===== config.mk =====
export PLATFORM = sky130hd
export DESIGN_NAME = line_fetch_arb
export DESIGN_NICKNAME = d
export VERILOG_FILES = /design/src/rtl/line_fetch_arb.sv
export SDC_FILE = /design/constraint.sdc
export NUM_CORES = 1
export LEC_CHECK = 0
export CAP_MARGIN = 20
export CORE_ASPECT_RATIO = 0.6
export CORE_MARGIN = 10
export CORE_UTILIZATION = 30
export CTS_CLUSTER_DIAMETER = 200
export DETAILED_ROUTE_END_ITERATION = 10
export HOLD_SLACK_MARGIN = 0.03
export PLACE_DENSITY = 0.66
export SLEW_MARGIN = 20
export SYNTH_ARGS = -nofsm -noshare
export SYNTH_HDL_FRONTEND = slang
export SYNTH_SLANG_ARGS = --single-unit

===== constraint.sdc =====
create_clock -name i_clk_pix -period 2.94 [get_ports i_clk_pix]
set_input_delay 0.882 -clock i_clk_pix [delete_from_list [all_inputs] [get_ports i_clk_pix]]
set_output_delay 0.882 -clock i_clk_pix [all_outputs]
set_load 0.01 [all_outputs]

===== src/rtl/line_fetch_arb.sv =====
// Per-scanline round-robin scheduler that shares one sprite/tile ROM read port
// among N_REQ fetch engines and routes each ROM return back to the requester that issued it.
module line_fetch_arb #(
  parameter int N_REQ   = 4,
  parameter int AW      = 12,
  parameter int DW      = 16,
  parameter int ROM_LAT = 1,
  parameter int WINDOW  = 256
) (
  input  logic               i_clk_pix,
  input  logic               i_rst,
  input  logic               i_line,
  input  logic               i_frame,
  input  logic [N_REQ-1:0]   i_req,
  input  logic [N_REQ*AW-1:0] i_addr,
  output logic [N_REQ-1:0]   o_gnt,
  output logic               o_rom_en,
  output logic [AW-1:0]      o_rom_addr,
  input  logic [DW-1:0]      i_rom_data,
  output logic [N_REQ-1:0]   o_rvalid,
  output logic [DW-1:0]      o_rdata,
  output logic               o_busy,
  output logic               o_overrun,
  output logic [7:0]         o_overrun_cnt
);

  localparam int RRW = (N_REQ > 1) ? $clog2(N_REQ) : 1;
  localparam int CW  = $clog2(WINDOW + 1);

  typedef enum logic {IDLE, ACTIVE} state_e;

  state_e           state_q, state_d;
  logic [CW-1:0]    win_cnt_q, win_cnt_d;
  logic [RRW-1:0]   rr_q, rr_d;
  logic [N_REQ-1:0] gnt_q, gnt_d;
  logic [AW-1:0]    rom_addr_q, rom_addr_d;
  logic [N_REQ-1:0] tag_q [ROM_LAT];
  logic [N_REQ-1:0] tag_d [ROM_LAT];
  logic [N_REQ-1:0] rvalid_q, rvalid_d;
  logic [DW-1:0]    rdata_q, rdata_d;
  logic             overrun_q, overrun_d;
  logic [7:0]       ovr_cnt_q, ovr_cnt_d;

  logic [AW-1:0]    addr_arr [N_REQ];
  logic [N_REQ-1:0] elig;
  logic [RRW-1:0]   rr_eff, pick;
  logic             found, expiring;

  // Window FSM: ACTIVE holds for WINDOW cycles after the most recent i_line.
  // NOTE: every always_comb output gets a default first so no path can infer a latch.
  always_comb begin
    state_d   = state_q;
    win_cnt_d = win_cnt_q;
    expiring  = 1'b0;
    if (i_line) begin
      state_d   = ACTIVE;
      win_cnt_d = CW'(WINDOW);
    end else if (state_q == ACTIVE) begin
      win_cnt_d = win_cnt_q - CW'(1);
      if (win_cnt_q == CW'(1)) begin
        state_d  = IDLE;
        expiring = 1'b1;
      end
    end
  end

  // A requester granted this cycle sits out one decision so it can drop or retarget i_req.
  always_comb begin
    int idx;
    idx    = 0;
    elig   = i_req & ~gnt_q;
    rr_eff = i_frame ? '0 : rr_q;
    found  = 1'b0;
    pick   = '0;
    for (int k = 0; k < N_REQ; k++) begin
      addr_arr[k] = i_addr[k*AW +: AW];
    end
    for (int i = 0; i < N_REQ; i++) begin
      idx = (int'(rr_eff) + i) % N_REQ;
      if (!found && elig[RRW'(idx)]) begin
        found = 1'b1;
        pick  = RRW'(idx);
      end
    end
  end

  // Decide only when the registered grant will land in an ACTIVE cycle.
  always_comb begin
    gnt_d      = '0;
    rom_addr_d = rom_addr_q;
    rr_d       = rr_eff;
    if (found && state_d == ACTIVE) begin
      gnt_d[pick] = 1'b1;
      rom_addr_d  = addr_arr[pick];
      rr_d        = (int'(pick) == N_REQ - 1) ? '0 : pick + 1'b1;
    end
  end

  always_comb begin
    tag_d[0] = gnt_q;
    for (int i = 1; i < ROM_LAT; i++) begin
      tag_d[i] = tag_q[i-1];
    end
    rvalid_d = tag_q[ROM_LAT-1];
    rdata_d  = (|tag_q[ROM_LAT-1]) ? i_rom_data : rdata_q;

    overrun_d = expiring && (|elig);
    ovr_cnt_d = ovr_cnt_q;
    if (overrun_d && ovr_cnt_q != 8'hFF) begin
      ovr_cnt_d = ovr_cnt_q + 8'd1;
    end
    if (i_frame) begin
      ovr_cnt_d = '0;
    end
  end

  // NOTE: sequential state uses non-blocking assignments so every flop samples pre-edge values.
  always_ff @(posedge i_clk_pix) begin
    if (i_rst) begin
      state_q    <= IDLE;
      win_cnt_q  <= '0;
      rr_q       <= '0;
      gnt_q      <= '0;
      rom_addr_q <= '0;
      rvalid_q   <= '0;
      rdata_q    <= '0;
      overrun_q  <= 1'b0;
      ovr_cnt_q  <= '0;
      // NOTE: the tag pipeline is reset on purpose so reads in flight at reset never return.
      for (int i = 0; i < ROM_LAT; i++) begin
        tag_q[i] <= '0;
      end
    end else begin
      state_q    <= state_d;
      win_cnt_q  <= win_cnt_d;
      rr_q       <= rr_d;
      gnt_q      <= gnt_d;
      rom_addr_q <= rom_addr_d;
      rvalid_q   <= rvalid_d;
      rdata_q    <= rdata_d;
      overrun_q  <= overrun_d;
      ovr_cnt_q  <= ovr_cnt_d;
      for (int i = 0; i < ROM_LAT; i++) begin
        tag_q[i] <= tag_d[i];
      end
    end
  end

  assign o_gnt         = gnt_q;
  assign o_rom_en      = |gnt_q;
  assign o_rom_addr    = rom_addr_q;
  assign o_rvalid      = rvalid_q;
  assign o_rdata       = rdata_q;
  assign o_busy        = (state_q == ACTIVE);
  assign o_overrun     = overrun_q;
  assign o_overrun_cnt = ovr_cnt_q;

endmodule

Word-level counts from Yosys, hierarchy flattened
Memories as Yosys holds them, arrays and structs flattened.
Index checks and enable logic that the tools add are counted.
{"block": "word_totals", "regBits": 57, "latch_bits": 0, "mem_bits_rw": 4, "rom_bits": 0, "inputBits": 72, "out_inout_bits": 47, "memories": 1}
{"block": "classes", "add_sub_neg": 6, "n_mul": 0, "div": 0, "n_lt_le_gt_ge": 7, "n_eq_ne": 3, "shifts": 0, "n_mux": 41, "bitwise": 4, "n_reduce_logical": 18}
{"name": "tag_q", "depth": 1, "width": 4, "rd": 1, "rd_clocked_by_memory_dff": 0, "write_ports": 1, "line": "37", "rtl": "logic [N_REQ-1:0] tag_q [ROM_LAT];"}
{"cell": "12-bit binary-select mux with 2-bit select", "n": 1}
{"cell": "12-bit 2-to-1 mux", "n": 2}
{"cell": "1-bit 2-to-1 mux", "n": 23}
{"cell": "9-bit 2-to-1 mux", "n": 2}
{"cell": "2-bit by 4-bit < comparator with 1-bit output (second input constant)", "n": 4}
{"cell": "4-bit OR reduction", "n": 4}
{"cell": "2-bit 2-to-1 mux", "n": 7}
{"cell": "9-bit by 1-bit equality test with 1-bit output (second input constant)", "n": 1}
{"cell": "9-bit by 1-bit subtractor with 9-bit output (second input constant)", "n": 1}
{"cell": "8-bit by 1-bit adder with 8-bit output (second input constant)", "n": 1}
{"cell": "1-bit binary-select mux with 2-bit select", "n": 4}
{"cell": "8-bit != test (second input constant)", "n": 1}
{"cell": "1-bit logical AND", "n": 7}
{"cell": "2-bit OR reduction", "n": 3}
{"cell": "2-bit by 1-bit adder with 2-bit output (second input constant)", "n": 2}
{"cell": "2-bit adder (second input constant)", "n": 2}
{"cell": "4-bit bitwise AND", "n": 1}
{"cell": "4-bit 2-to-1 mux", "n": 1}
{"cell": "4-bit inverter", "n": 1}
{"cell": "3-bit greater-or-equal comparator (second input constant)", "n": 1}
{"cell": "1-bit logical NOT", "n": 3}
{"cell": "2-bit by 3-bit < comparator with 1-bit output (second input constant)", "n": 1}
{"cell": "2-bit inverter with 3-bit output", "n": 1}
{"cell": "1-bit demux with 2-bit select", "n": 1}
{"cell": "4 further kinds", "n": 4}

Logic depth before layout (Yosys ltp)
Gate-level depths: netlist of run 1.
{"block": "logic_depth", "depth_word": 19, "ltp_mapped": 10, "mapped_depth_nobuf": 8}

Worst setup path before layout of run 1
No wires, ideal clock.
{"block": "synth_path", "kind": "in2reg", "start": "input i_frame", "end": "register gnt_q[0] (netlist: o_gnt[0])", "setup_ns": 0.115, "t_arrival_ns": 2.502, "slack_ns": 0.323, "stages": 10, "path_cell_list": "nor2b_1 clkbuf_1 nand2_1 o211ai_1 o21ai_0 o41ai_4 buf_2 inv_1 ha_1 and2_1"}
{"block": "synth_via", "elab_chain_cells": 18, "word_cells_on_any_way": 38}
{"item": "start, declared", "line": "13", "rtl": "input logic i_frame,"}
{"item": "2-bit 2-to-1 mux (*)", "line": "72", "rtl": "rr_eff = i_frame ? '0 : rr_q;"}
{"item": "branches (longest 17 deep; another with 2-bit by 1-bit adder with 2-bit output)"}
{"item": "end signal, assigned", "line": "137", "rtl": "gnt_q <= gnt_d;"}
{"item": "end, declared", "line": "35", "rtl": "logic [N_REQ-1:0] gnt_q, gnt_d;"}
Every way passes the cells marked *. The select of a mux whose other input is x is not followed.
A chain may end at the register's enable or synchronous reset.

Worst setup path after layout of run 1
{"block": "layout_path", "start": "input i_req[2]", "end": "register ovr_cnt_q[3] (netlist: o_overrun_cnt[3])"}
{"block": "layout_via", "elab_chain_cells": 4}
{"item": "start, declared", "line": "14", "rtl": "input logic [N_REQ-1:0] i_req,"}
{"item": "4-bit bitwise AND", "line": "71", "rtl": "elig = i_req & ~gnt_q;"}
{"item": "4-bit OR reduction", "line": "107", "rtl": "overrun_d = expiring && (|elig);"}
{"item": "1-bit logical AND", "line": "107"}
{"item": "1-bit logical AND", "line": "109", "rtl": "if (overrun_d && ovr_cnt_q != 8'hFF) begin"}
{"item": "end signal, assigned", "line": "142", "rtl": "ovr_cnt_q <= ovr_cnt_d;"}
{"item": "end, declared", "line": "42", "rtl": "logic [7:0] ovr_cnt_q, ovr_cnt_d;"}
Every way passes these cells.

==> metrics.md, run 1 <==
| Metric | Value |
|---|---|
| Post-DR wirelength/cell | 16.3 µm |
| Cells after synthesis | 343 |
| Placed Area | 4460 µm² |
| Post-detail-place hpwl | 7.69 mm |
| Kind of end point of the critical path | flip-flop |
| Worst Setup Path Type | primary input to flip-flop |
| Dominant cells by area after synthesis | dfxtp_1 41%, a21oi_1 6.1%, nand2_1 5.5% |
| Final instance area | 4760 µm² |
| First-pass GRT wire length | 15.9 mm |
| Leakage | 1.86 nW |
| Clock share of power | 0.364 |
| Worst Path Max Fanout | 9 |
| Die footprint | 14600 µm² |
| Final net count | 552 |
| Dominant synthesized flop cell | dfxtp_1 |
| Crit path required time | 3.20 ns |
| Post-route minimum period | 2.78 ns |
| Worst path max stage delay | 0.72 ns |
| Flop pwr share | 0.343 |
| Area leader, netlist | dfxtp_1 |
| WP buf/inv | 1 |
| I/O Buffers | 118 |
| Core Footprint | 9840 µm² |
| Routability Congestion | 0.809 |
| DRT Wirelength | 9.99 mm |
| Top-count cell post-synth | dfxtp_1 |
| Sink Count | 61 |
| Worst vdd ir | 0.314 mV |
| Site Rows | 28 |
| Final worst-path cycle share | 0.944 |
| Pre-Repair DR Iteration Count | 4 |
| Vias in the first global route | 3004 |
| # H-tree levels | 3 |
| Worst min path class | flip-flop to flip-flop |
| Clk Latency, worst-skew pair | 0.33 ns |
| Post-synth EDFFs | 0 |
| Max Root-Sink Buffers | 2 |
| Register area share after synthesis | 0.405 |
| GRT Util Overall | 0.137 |
| Avg Inst Size Synth | 8.79 µm² |
| Pwr per Cell Area | 609 nW/µm² |
| Critical Path AT | 3.04 ns |
| Worst setup SP type | primary input |
| Async SR Flop Fraction | 0 |
| CP top delay family | simple AND/OR/NAND/NOR gates |
| Fill cells | 902 |
| IO Pins | 119 |
| GRT overflow | 0 |
| CP max stage cell | or4_1 |
| Syn Nets | 422 |
| CTS buffer count | 9 |
| Worst-path clk slew | 0.06 ns |
| Antenna cells | 0 |
| Layout area overhead | 58.0% |
| Clock tree from TritonCTS | built |
| Remaining routing DRC violations | 0 |
| Largest net degree at the start of global routing | 26 |
| Yosys Warn Count | 0 |
| Status | finished, final reports clean |
| Max-slew violations | 0 |
| P_int | 2.06 mW |
| Die Y-Extent | 97.6 µm |
| Post-CTS setup buffers | 0 |
| Post-route ant nets | 0 |
| Setup slack at placement | -0.285 ns |
| Final Worst Setup Slack | 0.163 ns |
| Max Clock Freq | 0.360 GHz |
| Tightest Pin Transition | 0.559 ns |
| Yosys reg bits | 61 |
| RSZ-0062 raised after global routing | yes |
| Max-slew headroom | 0.625 |
| Initial Util | 0.306 |
| Total number of vias | 2938 |
| DR vias/cell | 4.79 |
| Final hold violation count | 0 |
| Final setup fails | 0 |
| Max_cap viols | 0 |
| Cells along the critical path | clkdlybuf4s50_1 > nor2b_1 > nor4_2 > or4_1 > or3_1 > a21oi_1 |
| Synth top area share | 0.405 |
| Root Buffer | clkbuf_16 |
| Clk_skew | 0.00364 ns |
| Post-synth top cells | 61 x dfxtp_1, 44 x nand2_1, 37 x a21oi_1 |
| First DRT Iteration DRCs | 108 |
| Mapped cell area | 3010 µm² |
| Initial antenna violation count | 0 |
| Switching share of power | 0.291 |
| Psw | 0.844 mW |
| Share of cells above drive strength 1 | 0.157 |
| Die W | 149 µm |
| Comb pwr share | 0.294 |
| Synth unique cells | 45 |
[through the flow]
stage / instances / setup TNS [ns] / total power [mW] / hold slack, ns / util
3_3_place_gp: 597 / -2.78 / 1.85 / 0.439 / 0.453
6_report: 613 / 0 / 2.90 / 0.453 / 0.484
5_1_grt: 613 / -0.0513 / 3.05 / 0.483 / 0.484
3_5_place_dp: 597 / -3.88 / 1.86 / 0.451 / 0.453
2_1_floorplan: 343 / 0 / 1.44 / 0.453 / -
4_1_cts: 613 / 0 / 2.94 / 0.457 / 0.483
[routing by layer]
| layer | track usage | part of all wire | vias to the layer above |
|---|---|---|---|
| met5 | 0 | 0 | - |
| met4 | 0.0383 | 0.011 | 0 |
| met3 | 0.0800 | 0.12 | 9 |
| met2 | 0.194 | 0.41 | 100 |
| met1 | 0.170 | 0.46 | 1349 |
| li1 | - | - | 1480 |
[path summary, 6_finish.rpt]
path                                           startpoint                       endpoint  slack (ns)  cells after the start
worst max-delay path                             i_req[2]  o_overrun_cnt[3]$_SDFFE_PP0P_        0.16                      6
worst min-delay path              o_rdata[9]$_SDFFE_PP0P_        o_rdata[9]$_SDFFE_PP0P_        0.45                      2
worst max register to register  win_cnt_q[3]$_SDFFE_PP0P_  o_overrun_cnt[3]$_SDFFE_PP0P_        0.68                      5
worst min register to register    o_rdata[9]$_SDFFE_PP0P_        o_rdata[9]$_SDFFE_PP0P_        0.45                      2
[worst min-delay path: cells and delay by family, from the launching register on]
kind / cells / cell delay (ns)
AND/OR/NAND/NOR: 1 / 0.05
flip-flops: 1 / 0.31
AO/OA/AOI/OAI: 1 / 0.05
[placed cells by master, fill, tap and decap left out, types with 5 or more instances in the layout]
master           synthesis  layout
clkbuf_16                0       9
nor2_1                  32      32
a211o_1                 12      12
mux2_2                  12      12
nor2b_1                 14      14
o221a_2                 11      11
xnor2_1                  9       9
ha_1                     7       7
inv_1                    7       7
nand3_1                  5       5
o21ai_0                  7       7
buf_4                    0      22
dfxtp_1                 61      61
a21oi_1                 37      37
nand2_1                 44      44
and2_1                   5       5
o211a_1                 13      13
nand2b_1                 5       5
clkdlybuf4s50_1          0     117
[flip-flops by register name, indices dropped and copies added (netlist names)]
name and flops:
o_rdata 16, o_rom_addr 12, win_cnt_q 9, o_overrun_cnt 8, o_gnt 4, o_rvalid 4
tag_q 4, rr_q 2, o_busy 1, o_overrun 1
[what timing repair did]
| action | in CTS | in global routing |
|---|---|---|
| resized for setup | 0 | 1 |
| hold endpoints to repair | 0 | 0 |
| hold buffers | 0 | 0 |
| setup endpoints to repair | 0 | 4 |
[final cells by class]
class                           count  area [µm²]  area share
Inverter                            7        26.3     0.00552
Sequential cell                    61        1220       0.256
Clock inverter                      7        75.1      0.0158
Clock buffer                        9         225      0.0473
Multi-Input combinational cell    253        1690       0.354
Tap cell                          135         169      0.0355
Timing Repair Buffer              141        1360       0.286
[power by group through the flow]
stage	clock [mW]	combinational (mW)	sequential [mW]
finish	1.06	0.851	0.994
global route	1.12	0.928	1.00
detailed placement	0	0.853	1.01
floorplan	0	0.410	1.03
global placement	0	0.845	1.01
CTS	1.09	0.858	0.994
[logic make-up (layout without fill, tap and decap cells)]
kind of cell    after synthesis  after routing  synth area share
compound gates               92             92             0.230
fa+ha+maj                     7              7            0.0291
flops                        61             61             0.405
simple gates                129            129             0.213
xor+xnor                     12             12            0.0349
buf+inv                      29            164            0.0399
mux                          13             13            0.0482
Power figures use the tool's default switching activity.
==> run 2, diff against run 1 <==
- ABC_AREA: unset -> 1
- CTS_CLUSTER_DIAMETER: 200 -> unset
- PLACE_DENSITY: 0.66 -> 0.64
- SETUP_SLACK_MARGIN: unset -> 0.4
==> metrics.md, run 2 <==
| Metric | Value |
|---|---|
| Vias in the first global route | 3466 (+15%) |
| Clock tree from TritonCTS | built |
| Syn Nets | 592 (+40%) |
| Routability Congestion | 0.860 (+6.3%) |
| Antenna cells | 0 (unchanged) |
| Clk Latency, worst-skew pair | 0.32 ns (about the same) |
| Yosys reg bits | 61 (unchanged) |
| Die footprint | 15700 µm² (+7.9%) |
| Max-slew violations | 0 (unchanged) |
| Cells after synthesis | 513 (+50%) |
| Worst Path Max Fanout | 11 (+2) |
| Worst min path class | flip-flop to flip-flop |
| CP max stage cell | clkdlybuf4s50_1 |
| Dominant cells by area after synthesis | dfxtp_1 37%, nand2_1 15%, inv_1 8.9% |
| Largest net degree at the start of global routing | 30 (+15%) |
| Cells along the critical path | clkdlybuf4s50_1 > nand2_2 > nand2_2 > nand3_1 > nand2_1 > nand2_2 > nand2_2 > nand2_4 > nand2_8 > inv_1 > ha_1 > o21ai_1 > a21oi_1 |
| Site Rows | 29 (+3.6%) |
| Post-route ant nets | 0 (unchanged) |
| Worst-path clk slew | 0.05 ns (about the same) |
| CTS buffer count | 9 (unchanged) |
| Worst Setup Path Type | primary input to flip-flop |
| First DRT Iteration DRCs | 146 (+35%) |
| Share of cells above drive strength 1 | 0.104 (-0.0529) |
| Dominant synthesized flop cell | dfxtp_1 |
| Final net count | 720 (+30%) |
| Most used cell, CP | nand2_2 |
| Hold_buf cts | 0 (unchanged) |
| Kind of end point of the critical path | flip-flop |
| Post-DR wirelength/cell | 13.4 µm (-18%) |
| Inst Count DP | 769 (+29%) |
| Status | finished, final reports clean |
| Most frequent cells in the layout | 127 x nand2_1, 115 x clkdlybuf4s50_1, 78 x inv_1, 71 x nor2_1, 61 x dfxtp_1 |
| # H-tree levels | 3 (unchanged) |
| Avg Inst Size Synth | 6.44 µm² (-27%) |
| Commonest non-fill, non-tap cell in the layout | nand2_1 |
| Worst Hold Endpoint | o_rvalid[2]$_SDFF_PP0_ |
| FF-to-FF End | rr_q[1]$_SDFF_PP0_ |
| Die W | 155 µm (+4.0%) |
| Remaining routing DRC violations | 0 (unchanged) |
| Pre-Repair DR Iteration Count | 6 (+2) |
| Setup slack at placement | -0.0912 ns (+0.194 ns) |
| Post-detail-place hpwl | 8.36 mm (+8.7%) |
| Final instance area | 5030 µm² (+5.6%) |
| Synth top area share | 0.370 (-0.0353) |
| Final Worst Setup Slack | 0.508 ns (+0.344 ns) |
| Total number of vias | 3470 (+18%) |
| First-pass GRT wire length | 17.1 mm (+7.9%) |
| Met2 wire len | 4.44 mm (+9.2%) |
| Min-Delay Path Depth | 2 (unchanged) |
| Post-CTS setup buffers | 0 (unchanged) |
| Tightest Pin Transition | 0.504 ns (-0.0550 ns) |
| Layout area overhead | 52.3% |
| Worst r2r src | rr_q[0]$_SDFF_PP0_ |
| Max-slew headroom | 0.664 (+0.0394) |
| Placed Area | 4720 µm² (+5.9%) |
| DRT Wirelength | 10.5 mm (+4.7%) |
| DR vias/cell | 4.43 (-7.5%) |
| GRT overflow | 0 (unchanged) |
| Hold Slack | 0.429 ns (-0.0237 ns) |
| R2R cell count | 14 (+9) |
| Root Buffer | clkbuf_16 |
| Worst path max stage delay | 0.49 ns (-0.23 ns) |
| Mapped cell area | 3300 µm² (+9.5%) |
| DR top layer | met4 |
| Max_cap viols | 0 (unchanged) |
| Core Footprint | 10700 µm² (+8.4%) |
| Area leader, netlist | dfxtp_1 |
| Critical Path AT | 2.65 ns (-0.39 ns) |
| I/O Buffers | 118 (unchanged) |
| Post-synth EDFFs | 0 (unchanged) |
| Worst vdd ir | 0.364 mV (+16%) |
| Initial Util | 0.310 (+0.00335) |
| Max Clock Freq | 0.411 GHz (+14%) |
| Initial antenna violation count | 0 (unchanged) |
| Final hold violation count | 0 (unchanged) |
| Pwr per Cell Area | 681 nW/µm² (+12%) |
| Post-synth top cells | 133 x nand2_1, 78 x inv_1, 72 x nor2_1 |
| Yosys Warn Count | 0 (unchanged) |
| Worst setup SP type | primary input |
| Max FFs per register | 16 (unchanged) |
| Async SR Flop Fraction | 0 (unchanged) |
| RSZ-0062 raised after global routing | yes |
| Max Root-Sink Buffers | 2 (unchanged) |
| Clk_skew | 0.00364 ns (-0.00000108 ns) |
| M1 wire length | 4.95 mm (+6.6%) |
| Top-count cell post-synth | nand2_1 |
| Fin cells | 783 (+28%) |
| Register area share after synthesis | 0.370 (-0.0353) |
| R2r setup slk | 0.90 ns (+0.22 ns) |
| Post-route minimum period | 2.43 ns (-0.344 ns) |
| Sink Count | 61 (unchanged) |
| Crit path required time | 3.16 ns (-0.04 ns) |
| Leakage | 2.40 nW (+29%) |
| Final worst-path cycle share | 0.827 (-0.117) |
| Die Y-Extent | 101 µm (+3.7%) |
| GRT Util Overall | 0.134 (-0.00313) |
| Final setup fails | 0 (unchanged) |
| IO Pins | 119 (unchanged) |
| Synth unique cells | 26 (-42%) |
| Met3 WL post-DR | 969 µm (-18%) |
| Hold_sp | tag_q[0][2]$_SDFF_PP0_ |
## run 2: cell count changes after synthesis, sizes merged, moves of 7 or more
cell,previous run,this run
a211o,12,0
a21oi,37,16
clkbuf,16,7
inv,7,82
mux2,12,0
nand2,44,152
nand3,6,57
nor2,32,75
nor2b,14,0
o211a,13,0
o21ai,8,27
o221a,12,0
xnor2,9,2
## run 2: layout make-up
class	count	area, µm²
Multi-Input combinational cell	353	1710
Tap cell	139	174
Inverter	82	308
Sequential cell	61	1220
Clock buffer	12	256
Clock inverter	2	10.0
Timing Repair Buffer	134	1350
Fill cell	1066	5640
## run 2: worst max-delay path: cells and delay by family
family / cells / cell delay (ns)
AO/OA/AOI/OAI: 2 / 0.18
buffers and inverters: 2 / 0.55
AND/OR/NAND/NOR: 8 / 0.75
adder cells (fa/ha/maj): 1 / 0.29
## run 2: what timing repair did
action | 4_1_cts | 5_1_grt
endpoints found under the hold margin | 0 | 0
endpoints found under the setup margin | 16 | 13
gates resized for setup | 2 | 17
pin swaps | 0 | 7
## run 2: through the flow
step	setup TNS, ns	total power [mW]	util
5_1_grt	0	3.68	0.471
3_3_place_gp	0	2.45	0.442
4_1_cts	0	3.45	0.467
3_5_place_dp	-0.237	2.48	0.442
6_report	0	3.43	0.471
2_1_floorplan	0	1.87	-
## run 2: power breakdown
group | internal [mW] | leakage, nW | switching (mW)
sequential | 0.967 | 0.500 | 0.0831
combinational | 0.669 | 1.76 | 0.767
clock | 0.602 | 0.134 | 0.340
## run 2: worst max-delay path by stage
| stage | from | to | slack, ns |
|---|---|---|---|
| finish | i_req[2] | rr_q[1]$_SDFF_PP0_ | 0.51 |
| CTS | i_req[2] | rr_q[1]$_SDFF_PP0_ | 0.46 |
| detailed placement | i_frame | rr_q[1]$_SDFF_PP0_ | -0.09 |
| global route | i_req[2] | o_rom_addr[10]$_SDFFE_PP0N_ | 0.39 |
| floorplan | i_frame | rr_q[1]$_SDFF_PP0_ | 0.46 |
| global placement | i_frame | rr_q[1]$_SDFF_PP0_ | 0.008 |
## run 2: cell families (layout without fill, tap and decap cells)
| group | Yosys count | after routing | share of synthesized area |
|---|---|---|---|
| compound gates | 44 | 44 | 0.0671 |
| simple gates | 296 | 296 | 0.396 |
| buf+inv | 99 | 230 | 0.124 |
| xor+xnor | 6 | 6 | 0.0159 |
| fa+ha+maj | 7 | 7 | 0.0265 |
| flops | 61 | 61 | 0.370 |
## run 2: layer usage
metal	global-route usage	vias to the layer above
met2	0.205	108
met1	0.162	1516
li1	-	1835
met3	0.0673	11
met4	0.0401	0
met5	0	-
==> run 3, diff against run 2 <==
- clock period: 2.94 -> 2.5 ns (I/O delays scaled with it)
==> metrics.md, run 3 (synthesis gave the netlist of run 2 again) <==
| Metric | Value |
|---|---|
| Initial Util | 0.310 (unchanged) |
| Total number of vias | 3760 (+8.4%) |
| Placed Area | 4810 µm² (+2.0%) |
| Pre-Repair DR Iteration Count | 5 (-1) |
| Post-detail-place hpwl | 8.64 mm (+3.4%) |
| Post-DR wirelength/cell | 14.9 µm (+11%) |
| GRT overflow | 0 (unchanged) |
| Kind of end point of the critical path | flip-flop |
| Max_cap viols | 0 (unchanged) |
| Core Footprint | 10700 µm² (unchanged) |
| Die footprint | 15700 µm² (unchanged) |
| Leakage | 2.69 nW (+12%) |
| Worst path max stage delay | 0.20 ns (-0.29 ns) |
| Crit path required time | 2.73 ns (-0.43 ns) |
| Routability Congestion | 0.893 (+3.9%) |
| Die Y-Extent | 101 µm (unchanged) |
| Root Buffer | clkbuf_16 |
| Final net count | 744 (+3.3%) |
| Die W | 155 µm (unchanged) |
| Clk Latency, worst-skew pair | 0.33 ns (about the same) |
| Remaining routing DRC violations | 0 (unchanged) |
| Post-route minimum period | 2.19 ns |
| Post-route ant nets | 0 (unchanged) |
| Pwr per Cell Area | 841 nW/µm² (+23%) |
| Status | finished, final reports clean |
| Site Rows | 29 (unchanged) |
| Worst-path clk slew | 0.06 ns (about the same) |
| First-pass GRT wire length | 18.7 mm (+9.1%) |
| Largest net degree at the start of global routing | 30 (unchanged) |
| Sink Count | 61 (unchanged) |
| Max-slew headroom | 0.678 (+0.0138) |
| Max Root-Sink Buffers | 2 (unchanged) |
| Worst Path Max Fanout | 7 (-4) |
| Worst vdd ir | 0.477 mV (+31%) |
| WP buf/inv | 6 (+4) |
| Final hold violation count | 0 (unchanged) |
| GRT Util Overall | 0.145 (+0.0116) |
| Clock tree from TritonCTS | built |
| Worst setup SP type | primary input |
| Fin cells | 810 (+3.4%) |
| DR vias/cell | 4.64 (+4.7%) |
| Clk_skew | 0.00621 ns (+0.00257 ns) |
| Cells along the critical path | buf_6 > buf_6 > nor2_4 > nand2_2 > nand3_2 > inv_2 > nor2_4 > nand3_4 > buf_6 > buf_8 > nand2_8 > nand2_4 > nand3_2 > nand3_2 > nand2_1 > inv_1 |
| CP top delay family | simple AND/OR/NAND/NOR gates |
| CP max stage cell | nor2_4 |
| Critical Path AT | 2.42 ns (-0.23 ns) |
| Final setup fails | 0 (unchanged) |
| Vias in the first global route | 3766 (+8.7%) |
| Overall Power | 4.81 mW (+40%) |
| Final instance area | 5720 µm² (+14%) |
| RSZ-0062 raised after global routing | yes |
| Final worst-path cycle share | 0.876 |
| Layout area overhead | 73.2% |
| Commonest non-fill, non-tap cell in the layout | clkdlybuf4s50_1 |
| First DRT Iteration DRCs | 190 (+30%) |
| Hold Slack | 0.428 ns (-0.000886 ns) |
| Tightest Pin Transition | 0.483 ns (-0.0207 ns) |
| Max Clock Freq | 0.457 GHz |
| Most frequent cells in the layout | 109 x clkdlybuf4s50_1, 97 x nand2_1, 75 x inv_1, 71 x nor2_1, 58 x dfxtp_1 |
| Share of cells above drive strength 1 | 0.237 (+0.133) |
| Worst Setup Path Type | primary input to flip-flop |
| I/O Buffers | 118 (unchanged) |
| Initial antenna violation count | 1 (+1) |
| IO Pins | 119 (unchanged) |
| Post-route setup TNS | 0 ns (unchanged) |
| # H-tree levels | 3 (unchanged) |
| Max FFs per register | 16 (unchanged) |
| Inst Count DP | 775 (+0.78%) |
| Max-slew violations | 0 (unchanged) |
| DRT Wirelength | 12.1 mm (+15%) |
| Worst min path class | flip-flop to flip-flop |
| CTS buffer count | 9 (unchanged) |
run 3: changes by cell type in the layout (fill, tap and decap cells not counted), moves of 5 or more:
cell,change
nand2_8,+5
clkdlybuf4s50_1,-6
dlygate4sd2_1,+6
nand3_2,+24
nand2_2,+26
buf_6,+7
buf_4,+10
nand3_1,-25
nand2_1,-30
run 3: final timing paths:
path                                                    to  cells after the start                    from  slack [ns]
worst min register to register      o_rvalid[3]$_SDFF_PP0_                      2  tag_q[0][3]$_SDFF_PP0_        0.43
worst min-delay path                o_rvalid[3]$_SDFF_PP0_                      2  tag_q[0][3]$_SDFF_PP0_        0.43
worst max register to register  o_rom_addr[7]$_SDFFE_PP0N_                     15      rr_q[0]$_SDFF_PP0_        0.37
worst max-delay path            o_rom_addr[7]$_SDFFE_PP0N_                     16                 i_frame        0.31
run 3: repair_timing:
action,in CTS,in global routing
setup buffers,11,0
cloned,5,2
setup endpoints to repair,20,23
resized for setup,45,61
pin swaps,33,51
hold buffers,0,0
run 3: area by class of cell:
class | count | area (µm²)
antenna | 1 | 2.50
sequential | 61 | 1220
fill | 972 | 4950
timing repair buffer | 155 | 1610
inverter | 82 | 323
multi-input combinational | 356 | 2060
tap | 139 | 174
clock inverter | 6 | 86.3
clock buffer | 10 | 239
run 3: through the flow:
stage	setup slack, ns	utilization
after floorplan	0.361	-
after global placement	-0.243	0.451
after detailed placement	-0.342	0.451
after CTS	0.340	0.510
after global routing	0.209	0.536
final	0.311	0.536
run 3: where the power goes:
group / internal (mW) / switching (mW)
Combinational: 1.04 / 1.20
Clock: 0.896 / 0.440
Sequential: 1.14 / 0.102
run 3: worst min-delay path, cell delays in order, from the launching register on:
cell and delay [ns]:
dfxtp_1 0.31, inv_1 0.05, nor2_1 0.03
run 3: metal layers:
| metal | GRT usage | share of wire | vias to the layer above | wire [µm] |
|---|---|---|---|---|
| li1 | - | - | 1892 | - |
| met3 | 0.0677 | 0.099 | 18 | 1190 |
| met1 | 0.181 | 0.45 | 1705 | 5370 |
| met5 | 0 | 0 | - | 0 |
| met2 | 0.220 | 0.44 | 145 | 5330 |
| met4 | 0.0444 | 0.014 | 0 | 167 |
